<file path="src/rtl/mopshub_seq_pkg.sv">
// Shared state encoding and default timing constants for the mopshub test-phase sequencer.
package mopshub_seq_pkg;

    typedef enum logic [3:0] {
        IDLE     = 4'd0,
        RX_RUN   = 4'd1,
        RX_FLUSH = 4'd2,
        GAP      = 4'd3,
        TX_RUN   = 4'd4,
        ADV_RUN  = 4'd5,
        DONE     = 4'd6,
        TIMEOUT  = 4'd7
    } seq_state_t;

    localparam int GAP_CYCLES_DEF     = 120;
    localparam int TIMEOUT_CYCLES_DEF = 2000000;

endpackage

</file>
<file path="src/rtl/seq_sat_counter.sv">
// Up-counter with synchronous clear that holds at all-ones instead of wrapping.
module seq_sat_counter #(
    parameter int CNT_W = 32
) (
    input  logic             clk_40_m,
    input  logic             rst,
    input  logic             clr,
    input  logic             en,
    output logic [CNT_W-1:0] count
);

    always_ff @(posedge clk_40_m) begin
        if (!rst) begin
            count <= '0;
        end else if (clr) begin
            count <= '0;
        end else if (en && (count != '1)) begin
            count <= count + CNT_W'(1);
        end
    end

endmodule

</file>
<file path="src/rtl/mopshub_test_sequencer.sv">
// Sequences the generator's RX, flush, gap, TX and optional advanced test phases after
// mopshub sign-on, with a shared per-phase timeout and per-phase cycle counters.
//
// state    | meaning
// IDLE     | waiting for sign_on_sig
// RX_RUN   | test_rx asserted until test_rx_end
// RX_FLUSH | one-cycle endwait_all pulse
// GAP      | GAP_CYCLES idle cycles before TX
// TX_RUN   | test_tx asserted until test_tx_end
// ADV_RUN  | test_advanced asserted until costum_msg_end
// DONE     | sequence complete, held until reset
// TIMEOUT  | a RUN phase overran, held until reset
module mopshub_test_sequencer
    import mopshub_seq_pkg::*;
#(
    parameter int GAP_CYCLES     = GAP_CYCLES_DEF,
    parameter int TIMEOUT_CYCLES = TIMEOUT_CYCLES_DEF,
    parameter int CNT_W          = 32
) (
    input  logic             clk_40_m,
    input  logic             rst,
    input  logic             seq_abort,
    input  logic             trim_req,
    input  logic             end_power_init,
    input  logic             sign_on_sig,
    input  logic             test_rx_end,
    input  logic             test_tx_end,
    input  logic             costum_msg_end,
    input  logic             adv_en,
    output logic             osc_trim_en,
    output logic             test_rx,
    output logic             test_tx,
    output logic             test_advanced,
    output logic             endwait_all,
    output logic [3:0]       phase,
    output logic             seq_done,
    output logic             seq_timeout,
    output logic [CNT_W-1:0] rx_cycles,
    output logic [CNT_W-1:0] tx_cycles
);

    seq_state_t       state, state_next;
    logic [CNT_W-1:0] phase_cnt;
    logic             gap_hit, timeout_hit, in_run, seq_start;

    assign in_run      = (state == RX_RUN) || (state == TX_RUN) || (state == ADV_RUN);
    assign gap_hit     = (phase_cnt == CNT_W'(GAP_CYCLES - 1));
    assign timeout_hit = (phase_cnt == CNT_W'(TIMEOUT_CYCLES - 1));
    assign seq_start   = (state == IDLE) && (state_next == RX_RUN);

    always_ff @(posedge clk_40_m) begin
        if (!rst) begin
            state       <= IDLE;
            seq_done    <= 1'b0;
            seq_timeout <= 1'b0;
            osc_trim_en <= 1'b0;
        end else begin
            state       <= state_next;
            seq_done    <= seq_done | (state_next == DONE);
            seq_timeout <= seq_timeout | (state_next == TIMEOUT);
            if (end_power_init) begin
                osc_trim_en <= 1'b0;
            end else if (trim_req) begin
                osc_trim_en <= 1'b1;
            end
        end
    end

    // End strobes are checked before the timeout so a strobe on the last allowed cycle completes the phase.
    always_comb begin
        state_next = state;
        unique case (state)
            IDLE:     if (sign_on_sig && !seq_done && !seq_timeout) state_next = RX_RUN;
            RX_RUN:   if (test_rx_end) state_next = RX_FLUSH;
                      else if (timeout_hit) state_next = TIMEOUT;
            RX_FLUSH: state_next = GAP;
            GAP:      if (gap_hit) state_next = TX_RUN;
            TX_RUN:   if (test_tx_end) state_next = adv_en ? ADV_RUN : DONE;
                      else if (timeout_hit) state_next = TIMEOUT;
            ADV_RUN:  if (costum_msg_end) state_next = DONE;
                      else if (timeout_hit) state_next = TIMEOUT;
            DONE:     state_next = DONE;
            TIMEOUT:  state_next = TIMEOUT;
            default:  state_next = IDLE;
        endcase
        if (seq_abort && (state != DONE) && (state != TIMEOUT)) begin
            state_next = IDLE;
        end
    end

    assign test_rx       = (state == RX_RUN);
    assign test_tx       = (state == TX_RUN);
    assign test_advanced = (state == ADV_RUN);
    assign endwait_all   = (state == RX_FLUSH);
    assign phase         = state;

    // Shared phase counter restarts on every state change; it times GAP and each RUN phase.
    seq_sat_counter #(.CNT_W(CNT_W)) u_phase_cnt (
        .clk_40_m (clk_40_m),
        .rst      (rst),
        .clr      (state_next != state),
        .en       (in_run || (state == GAP)),
        .count    (phase_cnt)
    );

    seq_sat_counter #(.CNT_W(CNT_W)) u_rx_cnt (
        .clk_40_m (clk_40_m),
        .rst      (rst),
        .clr      (seq_start),
        .en       (state == RX_RUN),
        .count    (rx_cycles)
    );

    seq_sat_counter #(.CNT_W(CNT_W)) u_tx_cnt (
        .clk_40_m (clk_40_m),
        .rst      (rst),
        .clr      (seq_start),
        .en       (state == TX_RUN),
        .count    (tx_cycles)
    );

endmodule

</file>
<file path="config.mk">
export PLATFORM = sky130hd
export DESIGN_NAME = mopshub_test_sequencer
export DESIGN_NICKNAME = d
export VERILOG_FILES = /design/src/rtl/mopshub_seq_pkg.sv /design/src/rtl/seq_sat_counter.sv /design/src/rtl/mopshub_test_sequencer.sv
export SDC_FILE = /design/constraint.sdc
export NUM_CORES = 1
export LEC_CHECK = 0
export BUFFER_PORTS_ARGS = -buffer_cell sky130_fd_sc_hd__buf_4
export CAP_MARGIN = 5
export CORE_MARGIN = 5
export CORE_UTILIZATION = 40
export CTS_BUF_LIST = sky130_fd_sc_hd__clkbuf_4
export CTS_CLUSTER_DIAMETER = 120
export DETAILED_ROUTE_END_ITERATION = 16
export RECOVER_POWER = 25
export SLEW_MARGIN = 10
export SYNTH_ARGS = -nofsm -noshare
export SYNTH_HDL_FRONTEND = slang
export SYNTH_HIERARCHICAL = 1
export SYNTH_SLANG_ARGS = --single-unit
</file>
<file path="constraint.sdc">
create_clock -name clk_40_m -period 3.1 [get_ports clk_40_m]
set_clock_uncertainty 0.1 [all_clocks]
set_input_delay 0.62 -clock clk_40_m [delete_from_list [all_inputs] [get_ports clk_40_m]]
set_output_delay 0.62 -clock clk_40_m [all_outputs]
set_load 0.05 [all_outputs]
</file>
# Word level (Yosys, flattened, before mapping)
# Cells that the tools add are included.
dict set report word_totals {
  reg_bits 103
  in_bits 10
  output_inout_bits 75
  wordCells 57
}
dict set report classes {
  addsub 3
  eq_ne 18
  n_mux 9
  n_bitwise 3
  reduce_logical 17
}
# operator n
set ops {}
lappend ops {{adder 32 x 1 -> 32 bit (second input constant)} 3}
lappend ops {{inequality test 32 bit (second input constant)} 3}
lappend ops {{equality test 32 x 21 -> 1 bit (second input constant)} 1}
lappend ops {{equality test 32 x 7 -> 1 bit (second input constant)} 1}
lappend ops {{one-hot mux 4 bit (8 select lines)} 1}
lappend ops {{two-way mux 4 bit} 7}
lappend ops {{equality test 4 x 3 -> 1 bit (second input constant)} 6}
lappend ops {{equality test 4 x 1 -> 1 bit (second input constant)} 2}
lappend ops {{equality test 4 x 2 -> 1 bit (second input constant)} 2}
lappend ops {{logical AND 1 bit} 8}
lappend ops {{inequality test 4 x 3 -> 1 bit (second input constant)} 2}
lappend ops {{OR reduction 2 bit} 3}
lappend ops {{zero test 4 bit} 1}
lappend ops {{inequality test 4 bit} 1}
lappend ops {{logical OR 1 bit} 3}
lappend ops {{zero test 1 bit} 2}
lappend ops {{two-way mux 2 bit} 1}
lappend ops {{bitwise OR 1 bit} 2}
lappend ops {{NOT 1 bit} 1}

# Logic depth before layout (Yosys ltp)
# Gate-level depths: netlist (run 1).
dict set report logic_depth {
  word_depth 9
  ltp_mapped 10
  depth_no_buf 9
}

# By module
# The synthesis (run 1) kept the hierarchy.
# mod n_inst cells_each area_each_um2 seq_area_each_um2
set modules_own_cells {}
lappend modules_own_cells {seq_sat_counter 3 203 1667.8 640.6}
lappend modules_own_cells {mopshub_test_sequencer 1 96 744.5 140.1}

# Worst setup path after synthesis (run 1)
# Ideal clock, no wire load.
dict set report synth_timing {
  kind {register -> register}
  from {register state[0], in the netlist phase[0]}
  to {register u_phase_cnt.count[0]}
  setup_time_ns 0.128
  t_arrival_ns 3.448
  required_ns 2.872
  path_slack_ns -0.576
  path_stages_with_launch 10
  path_buffers 2
  synth_period_minus_slack_ns 3.676
  path_cell_list {dfxtp_1 -> nor4b_2 -> nand4b_1 -> a2111oi_0 -> a311oi_1 -> o211ai_1 -> nand2b_1 -> clkbuf_1 -> clkbuf_1 -> nor2_1}
}
dict set report synth_via {
  word_cells_on_any_way 26
  classes_between {10 x eq/ne; 8 x mux; 8 x reduce/logical}
}
# element line_no
set synth_lines {}
lappend synth_lines {{from (decl)} mopshub_test_sequencer.sv:42} ;# seq_state_t state, state_next;
lappend synth_lines {{from (signal assigned)} mopshub_test_sequencer.sv:58} ;# state <= state_next;
lappend synth_lines {{equality test 4 x 1 -> 1 bit *} -}
lappend synth_lines {{named net test_rx} mopshub_test_sequencer.sv:31} ;# output logic test_rx,
lappend synth_lines {{one-hot mux 4 bit (8 select lines) / logical OR 1 bit (equally long branches)} {mopshub_test_sequencer.sv:72, mopshub_test_sequencer.sv:46}}
lappend synth_lines {{two-way mux 4 bit / logical OR 1 bit (equally long branches)} {mopshub_test_sequencer.sv:86, mopshub_test_sequencer.sv:46}}
lappend synth_lines {{inequality test 4 bit / logical OR 1 bit (equally long branches)} {mopshub_test_sequencer.sv:101, mopshub_test_sequencer.sv:102}}
lappend synth_lines {{OR reduction 2 bit (no line) / logical AND 1 bit (equally long branches)} -}
lappend synth_lines {{to (signal assigned)} seq_sat_counter.sv:18} ;# count <= count + CNT_W'(1);
lappend synth_lines {{to (decl)} seq_sat_counter.sv:9} ;# output logic [CNT_W-1:0] count
# Mark *: on every way through the listed nets, which the timed path passes. The rest lies on a longest branch.
# A chain may end at the register's enable or synchronous reset.

# Worst setup path after layout (run 1)
dict set report layout_timing {
  from {register state[2], in the netlist phase[2]}
  to {output test_tx}
}
dict set report layout_via {
  elab_chain_cells 1
}
# element line_no
set layout_lines {}
lappend layout_lines {{equality test 4 x 3 -> 1 bit} mopshub_test_sequencer.sv:92} ;# assign test_tx = (state == TX_RUN);
lappend layout_lines {{to (decl)} mopshub_test_sequencer.sv:32} ;# output logic test_tx,
# No other way between the ends.

==> flow_summary_export.csv, run 1 <==
group,metric,value,unit
routing,drtAntennaViolNets,0,
sta,fmax,343,MHz
global_route,first_global_vias,5111,
placed_design,io_buffers,84,
synth,synthCells,705,
synth,async_flop_share,0,
sta,max-slew-margin-rel,0.405,
clock_tree,clk_latency,0.48,ns
die,core,14000,um^2
die,ios,85,
routing,routedWlPerCell,16.7,um
power,cellPowerDensity,312,nW/um^2
routing,drt_iter0_markers,403,
setup_path,cp_cell_sequence,"or3b_1 -> buf_4 -> nor2_4 -> buf_4",
power,peakVddDrop,0.000244,V
job,drv_cap,0,
setup_path,path_max_fanout,13,
setup_path,crit_arrival,2.20,ns
die,die_w,130,um
global_route,track_usage,0.190,
clock_tree,cts_buffer_depth,2,
placed_design,hpwl,11.9,mm
setup_path,start_kind,"flip-flop",
placed_design,gp_congestion,0.894,
synth,synth.distinct_cells,56,
placed_design,place_ws,0.208,ns
clock_tree,clock_sinks,103,
clock_tree,clk_pin_slew_worst_paths,0.17,ns
sta,setup_ws,0.183,ns
synth,synth-edff-count,0,
clock_tree,cts_root_buf,"clkbuf_4",
die,die_area,16900,um^2
finish,n_antenna_cell,0,
routing,drt_wl_total,16.2,mm
synth,avgSynthCellArea,8.15,um^2
clock_tree,cts_tree,"built",
global_route,grt_pass1_wl,26.5,mm
routing,drc_errors,0,
sta,finalSetupViolCount,0,
clock_tree,holdBufCountCts,0,
finish,mostFrequentLayoutCells,"dfxtp_1 (100), a21oi_1 (66), nor2_1 (54), nand2_1 (54), buf_4 (54)",
die,die_y,130,um
sta,worstMarginPinSlew,0.893,ns
setup_path,crit_type,"flip-flop to output port",
clock_tree,cts_buffers,9,
power,leakagePower,2.09,nW
finish,final_common_cell,"dfxtp_1",
synth,ys_ff_latch,103,
setup_path,cp_slowest_cell,"dfxtp_1",
setup_path,crit_top_cell,"buf_4",
outcome,outcome,"complete, no violations",
setup_path,critPathMaxStageDelay,0.61,ns
clock_tree,cts_setup_buffers,0,
global_route,grt_max_degree,32,
setup_path,required,2.38,ns
finish,n_fill_cell,1436,
synth,ys_warn_count,6,
finish,fin_nets,798,
routing,via_count,5737,
clock_tree,cts_resized,0,
die,start_util,0.411,
finish,areaGrowthSynthToFinish,14.1,%
synth,synthFlopType,"dfxtp_1",
routing,drtPass1Iterations,5,
sta,hold_viol,0,
clock_tree,h-tree-depth,3,
die,fp-row-count,43,
sta,post-route-period-util,0.941,
global_route,grt-ovfl-total,0,
sta,slew_violations,0,
sta,finalSetupTns,0,ns
synth,syn-cell-area,5750,um^2
finish,drive_gt1_frac,0.144,
hold_path,hp-class,"input port to flip-flop",
synth,syn-num-nets,718,
global_route,antenna_found_initial,0,
synth,seq_area_frac_synth,0.359,
sta,min_period,2.92,ns
sta,grt_setup_unrepaired,"no",
routing,vias_per_cell,5.91,
setup_path,endpoint_kind,"output port",
sequential cells by signal, indices dropped and copies added, names as in the netlist:
register           flops
seq_timeout            1
u_tx_cnt/count        32
u_rx_cnt/count        32
phase                  4
osc_trim_en            1
seq_done               1
u_phase_cnt/count     32
power by group:
| part | switching [mW] | total, mW | internal (mW) |
|---|---|---|---|
| combinational | 0.0581 | 0.0887 | 0.0306 |
| sequential | 0.00460 | 1.33 | 1.33 |
| clock | 0.458 | 0.628 | 0.170 |
| total | 0.520 | 2.05 | 1.53 |
cells by family (layout without fill, tap and decap cells):
family | Yosys count | in the layout | share of synthesized area
adder cells (fa/ha/maj) | 3 | 3 | 0.00653
multiplexers | 4 | 4 | 0.00697
buffers and inverters | 38 | 123 | 0.0287
AND/OR/NAND/NOR | 354 | 354 | 0.365
AO/OA/AOI/OAI | 175 | 175 | 0.192
other | 1 | 1 | 0.000652
flip-flops | 103 | 103 | 0.359
XOR/XNOR | 27 | 27 | 0.0411
cell usage after synthesis (6+ instances only):
master,instances,area [um^2]
clkbuf_1,16,60.1
a2111oi_0,8,70.1
nand3_1,32,160
a21oi_1,66,330
or4_1,7,52.6
nand4_1,44,275
a31o_1,6,52.6
nand2b_1,6,37.5
nor4_2,7,87.6
buf_2,9,45.0
nand2_1,54,203
o31ai_1,7,52.6
or3_1,45,282
nor4_1,6,37.5
and2_1,7,43.8
a211oi_1,11,82.6
nor3_1,8,40.0
or2_2,10,62.6
nor3_2,6,60.1
and3_1,29,181
xnor2_1,27,236
o21ai_1,30,150
and4_1,12,105
nor2_1,55,206
dfxtp_1,103,2060
o21ai_0,19,95.1
inv_1,10,37.5
worst max-delay path: cells and delay by family, from the launching register on:
kind                   cells  cell delay, ns
AND/OR/NAND/NOR            2            0.66
flip-flops                 1            0.61
buffers and inverters      2            0.43
path summary, 6_finish.rpt:
path              slack (ns)                   end            from  depth (start not counted)
setup / recovery        0.18               test_tx        phase[2]                          4
hold / removal          0.18           osc_trim_en  end_power_init                          2
setup reg to reg        0.23  u_phase_cnt/count[5]        phase[2]                          9
hold reg to reg         0.40              seq_done        seq_done                          2
layer usage:
layer / routed length (um) / part of all wire / track usage
met5: 0 / 0 / 0
met4: 128 / 0.0079 / 0.0397
met3: 973 / 0.060 / 0.0430
met2: 7540 / 0.47 / 0.301
met1: 7560 / 0.47 / 0.268
stage by stage:
step / hold slack, ns / instances / utilization / instance area (um^2) / power, mW
floorplan: 0.350 / 705 / - / 5770 / 1.41
finish: 0.177 / 970 / 0.469 / 6560 / 2.05
global route: 0.112 / 970 / 0.469 / 6560 / 2.14
global placement: 0.374 / 954 / 0.472 / 6610 / 1.45
detailed placement: 0.381 / 954 / 0.472 / 6610 / 1.45
CTS: 0.131 / 970 / 0.480 / 6720 / 2.08
area by class of cell:
type	count	area [um^2]	area share
inverter	10	37.5	0.00572
clock inverter	6	37.5	0.00572
multi-input combinational	564	3540	0.539
tap	180	225	0.0343
clock buffer	10	75.1	0.0114
sequential	103	2070	0.315
timing repair buffer	97	583	0.0889
Power figures use the tool's default switching activity.
==> inputs of run 2 (changes only) <==
Settings changed: CORE_UTILIZATION 40 to 44.
==> flow_summary_export.csv, run 2 (synthesis gave the netlist of run 1 again) <==
group,metric,value,unit
outcome,outcome,"complete, no violations",
placed_design,gp_congestion,0.895,
setup_path,cp_cell_sequence,"or3b_1 -> nor3_1 -> and4_1 -> o31a_1 -> o211ai_1 -> nand2b_1 -> buf_12 -> or4_1 -> nand2_1",
placed_design,placed_area,6640,um^2
finish,mostFrequentLayoutCells,"dfxtp_1 (101), a21oi_1 (66), buf_4 (59)",
die,start_util,0.452,
sta,grt_setup_unrepaired,"no",
die,die_w,124,um
clock_tree,clock_sinks,103,
routing,drt_wl_total,16.1,mm
setup_path,path_max_fanout,31,
finish,n_fill_cell,1300,
hold_path,hp-class,"input port to flip-flop",
setup_path,critPathMaxStageDelay,0.53,ns
clock_tree,cts_buffer_depth,2,
global_route,grt_busiest_layer,"met2",
sta,min_period,2.84,ns
power,cellPowerDensity,333,nW/um^2
finish,drive_gt1_frac,0.148,
global_route,grt_util_met1,0.272,
sta,fmax,352,MHz
routing,routedWlPerCell,16.6,um
routing,via_count,5720,
setup_path,endpoint_kind,"flip-flop",
finish,final_area,6640,um^2
die,fp-row-count,41,
routing,vias_per_cell,5.91,
routing,drtPass1Iterations,4,
routing,drt_iter0_markers,394,
finish,final_common_cell,"dfxtp_1",
setup_path,start_kind,"flip-flop",
clock_tree,h-tree-depth,3,
clock_tree,cts_root_buf,"clkbuf_4",
job,drv_cap,0,
global_route,grtUsageMet3,0.0502,
sta,max-slew-margin-rel,0.519,
clock_tree,holdBufCountCts,0,
global_route,grt_pass1_wl,26.5,mm
power,peakVddDrop,0.000287,V
sta,post-route-period-util,0.916,
finish,fin_nets,804,
die,core,12700,um^2
sta,finalSetupTns,0,ns
global_route,met2_usage,0.324,
clock_tree,clk_pin_slew_worst_paths,0.16,ns
power,leakagePower,2.14,nW
routing,drc_errors,0,
die,ios,85,
global_route,first_global_vias,5144,
routing,drtAntennaViolNets,0,
placed_design,io_buffers,84,
setup_path,crit_arrival,3.17,ns
setup_path,crit_type,"flip-flop to flip-flop",
sta,slew_violations,0,
sta,worstMarginPinSlew,0.715,ns
sta,finalSetupViolCount,0,
die,die_area,15400,um^2
global_route,grt_max_degree,32,
finish,top_regs,"u_phase_cnt/count x32, u_rx_cnt/count x32, u_tx_cnt/count x32",
global_route,track_usage,0.200,
global_route,grt-ovfl-total,0,
clock_tree,cts_buffers,9,
placed_design,hpwl,12.0,mm
clock_tree,cts_tree,"built",
global_route,antenna_found_initial,0,
sta,hold_viol,0,
finish,areaGrowthSynthToFinish,15.5,%
die,die_y,124,um
clock_tree,clk_latency,0.49,ns
setup_path,cp_slowest_cell,"dfxtp_1",
setup_path,required,3.43,ns
finish,n_antenna_cell,0,
-- run 2: cell types whose count changed in the layout (fill, tap and decap cells not counted) --
cell	delta
a2111oi_0	-1
a2111oi_1	+1
buf_4	+5
bufinv_16	+2
clkbuf_1	+1
clkinv_2	-1
clkinvlp_4	-1
dfxtp_1	+1
dfxtp_2	-1
-- run 2: layout make-up --
type                       instances  area (um^2)  area share
tap                              172          215      0.0324
multi-input combinational        564         3540       0.533
clock inverter                     6         85.1      0.0128
clock buffer                      10         75.1      0.0113
inverter                          10         37.5     0.00565
sequential                       103         2060       0.311
timing repair buffer             103          624      0.0940
-- run 2: report_power, final --
| part | switching (mW) | total (mW) | internal (mW) |
|---|---|---|---|
| Combinational | 0.0593 | 0.0927 | 0.0334 |
| Clock | 0.455 | 0.788 | 0.334 |
| Sequential | 0.00434 | 1.33 | 1.33 |
| Total | 0.518 | 2.21 | 1.69 |
-- run 2: per-stage QoR --
step	std cells	setup slack, ns	util	total power [mW]	hold WS [ns]
5_1_grt	968	0.0230	0.522	2.31	0.112
4_1_cts	968	0.270	0.535	2.25	0.125
2_1_floorplan	705	0.0680	-	1.41	0.350
3_3_place_gp	952	0.382	0.522	1.45	0.379
3_5_place_dp	952	0.322	0.522	1.45	0.385
6_report	968	0.261	0.522	2.21	0.165
-- run 2: timing repair --
item,in CTS,in global routing
gates resized for setup,0,1
endpoints found under the hold margin,0,0
buffers inserted,0,0
endpoints found under the setup margin,0,3
-- run 2: worst max-delay path: cells and delay by family (launching register included) --
family / cells / cell delay (ns)
AO/OA/AOI/OAI: 2 / 0.23
buffers and inverters: 1 / 0.18
flip-flops: 1 / 0.53
AND/OR/NAND/NOR: 6 / 1.76
-- run 2: path summary, 6_finish.rpt --
kind	startpoint	end	slack, ns	depth (start not counted)
setup / recovery	phase[2]	u_phase_cnt/count[5]	0.26	9
setup reg to reg	phase[2]	u_phase_cnt/count[5]	0.26	9
hold / removal	end_power_init	osc_trim_en	0.17	2
hold reg to reg	seq_timeout	seq_timeout	0.40	2
-- run 2: metal layers --
| layer | vias to the layer above | part of all wire |
|---|---|---|
| met2 | 103 | 0.47 |
| met3 | 13 | 0.037 |
| met1 | 2742 | 0.48 |
| met4 | 0 | 0.0082 |
| li1 | 2862 | - |
| met5 | - | 0 |
==> inputs of run 3 (changes only) <==
--- a/constraint.sdc
+++ b/constraint.sdc
@@ -3,3 +3,3 @@
 set_input_delay 0.62 -clock clk_40_m [delete_from_list [all_inputs] [get_ports clk_40_m]]
 set_output_delay 0.62 -clock clk_40_m [all_outputs]
-set_load 0.05 [all_outputs]
+set_load 0.005 [all_outputs]
==> flow_summary_export.csv, run 3 (synthesis gave the netlist of run 1 again) <==
group,metric,value,unit
hold_path,hp-class,"input port to flip-flop",
global_route,grt-ovfl-total,0,
routing,drt_iter0_markers,408,
sta,slew_violations,0,
die,die_area,15400,um^2
setup_path,endpoint_kind,"flip-flop",
placed_design,hpwl,12.0,mm
setup_path,required,3.44,ns
die,die_w,124,um
routing,drc_errors,0,
clock_tree,cts_tree,"built",
clock_tree,cts_setup_buffers,0,
finish,areaGrowthSynthToFinish,17.7,%
power,p_total,2.15,mW
global_route,track_usage,0.200,
routing,vias_per_cell,5.94,
global_route,first_global_vias,5135,
finish,n_antenna_cell,0,
clock_tree,holdBufCountCts,0,
finish,drive_gt1_frac,0.198,
clock_tree,cts_root_buf,"clkbuf_4",
global_route,grt_max_degree,32,
global_route,antenna_found_initial,0,
die,ios,85,
placed_design,io_buffers,84,
sta,min_period,2.91,ns
sta,hold_viol,0,
routing,routedWlPerCell,16.4,um
setup_path,crit_arrival,3.24,ns
sta,fmax,344,MHz
clock_tree,clock_sinks,103,
die,start_util,0.452,
finish,top_regs,"u_phase_cnt/count x32, u_rx_cnt/count x32, u_tx_cnt/count x32",
power,cellPowerDensity,317,nW/um^2
sta,max-slew-margin-rel,0.400,
clock_tree,cts_buffers,9,
clock_tree,h-tree-depth,3,
finish,n_fill_cell,1268,
power,leakagePower,2.29,nW
finish,mostFrequentLayoutCells,"dfxtp_1 (102), a21oi_1 (66), buf_4 (56)",
clock_tree,cts_buffer_depth,2,
sta,finalSetupTns,0,ns
placed_design,gp_congestion,0.968,
sta,finalSetupViolCount,0,
routing,drt_wl_total,15.8,mm
clock_tree,clk_latency,0.48,ns
global_route,grt_pass1_wl,26.3,mm
sta,worstMarginPinSlew,0.900,ns
sta,post-route-period-util,0.938,
die,core,12700,um^2
power,peakVddDrop,0.000357,V
setup_path,path_max_fanout,31,
finish,final_common_cell,"dfxtp_1",
sta,whs,0.179,ns
routing,drtAntennaViolNets,0,
sta,grt_setup_unrepaired,"no",
routing,drtPass1Iterations,5,
job,drv_cap,0,
die,fp-row-count,41,
finish,fin_nets,802,
setup_path,start_kind,"flip-flop",
routing,via_count,5742,
outcome,outcome,"complete, no violations",
die,die_y,124,um
clock_tree,clk_pin_slew_worst_paths,0.17,ns
setup_path,crit_type,"flip-flop to flip-flop",
[run 3: cell types whose count changed in the layout (fill, tap and decap cells not counted), sizes merged]
cell / delta
buf: -2
bufinv: -1
clkbuf: -1
inv: +2
[run 3: stage by stage]
stage	cells	utilization	area, um^2	setup WS [ns]
6_report	966	0.532	6770	0.192
5_1_grt	966	0.532	6770	0.0369
4_1_cts	966	0.532	6770	0.211
3_5_place_dp	950	0.520	6620	0.234
3_3_place_gp	950	0.520	6620	0.312
2_1_floorplan	705	-	5750	0.452
[run 3: path summary, 6_finish.rpt]
check	endpoint	from	slack, ns	depth (start not counted)
setup / recovery	u_phase_cnt/count[5]	phase[2]	0.19	9
hold / removal	osc_trim_en	end_power_init	0.18	2
setup reg to reg	u_phase_cnt/count[5]	phase[2]	0.19	9
hold reg to reg	u_phase_cnt/count[30]	u_phase_cnt/count[30]	0.41	2
[run 3: final cells by class]
type / instances / area, um^2 / share of cell area
Sequential cell: 103 / 2060 / 0.305
Timing Repair Buffer: 101 / 779 / 0.115
Clock buffer: 9 / 67.6 / 0.00999
Tap cell: 172 / 215 / 0.0318
Multi-Input combinational cell: 564 / 3520 / 0.520
Clock inverter: 7 / 81.3 / 0.0120
Inverter: 10 / 37.5 / 0.00555
[run 3: metal layers]
| metal | global-route usage | share of wire | wire length (um) |
|---|---|---|---|
| met4 | 0.0432 | 0.0097 | 153 |
| met2 | 0.320 | 0.47 | 7380 |
| met1 | 0.273 | 0.47 | 7420 |
| met3 | 0.0480 | 0.056 | 893 |
| met5 | 0 | 0 | 0 |
[run 3: power breakdown]
part / switching (mW) / leakage (nW) / internal, mW / total (mW)
combinational: 0.0543 / 1.38 / 0.0333 / 0.0875
sequential: 0.00227 / 0.830 / 1.33 / 1.33
clock: 0.474 / 0.0771 / 0.256 / 0.730
total: 0.531 / 2.29 / 1.62 / 2.15
[run 3: repair_timing]
item,4_1_cts,5_1_grt
gates resized for setup,0,1
setup endpoints to repair,0,1
endpoints found under the hold margin,0,0
[run 3: critical path: stages, from the launching register on]
cell and delay (ns):
dfxtp_1 0.56, or3b_1 0.48, nor3_1 0.24, and4_1 0.25, o31a_1 0.13, o211ai_1 0.13
nand2b_1 0.21, buf_12 0.18, or4_1 0.50, nand2_1 0.07
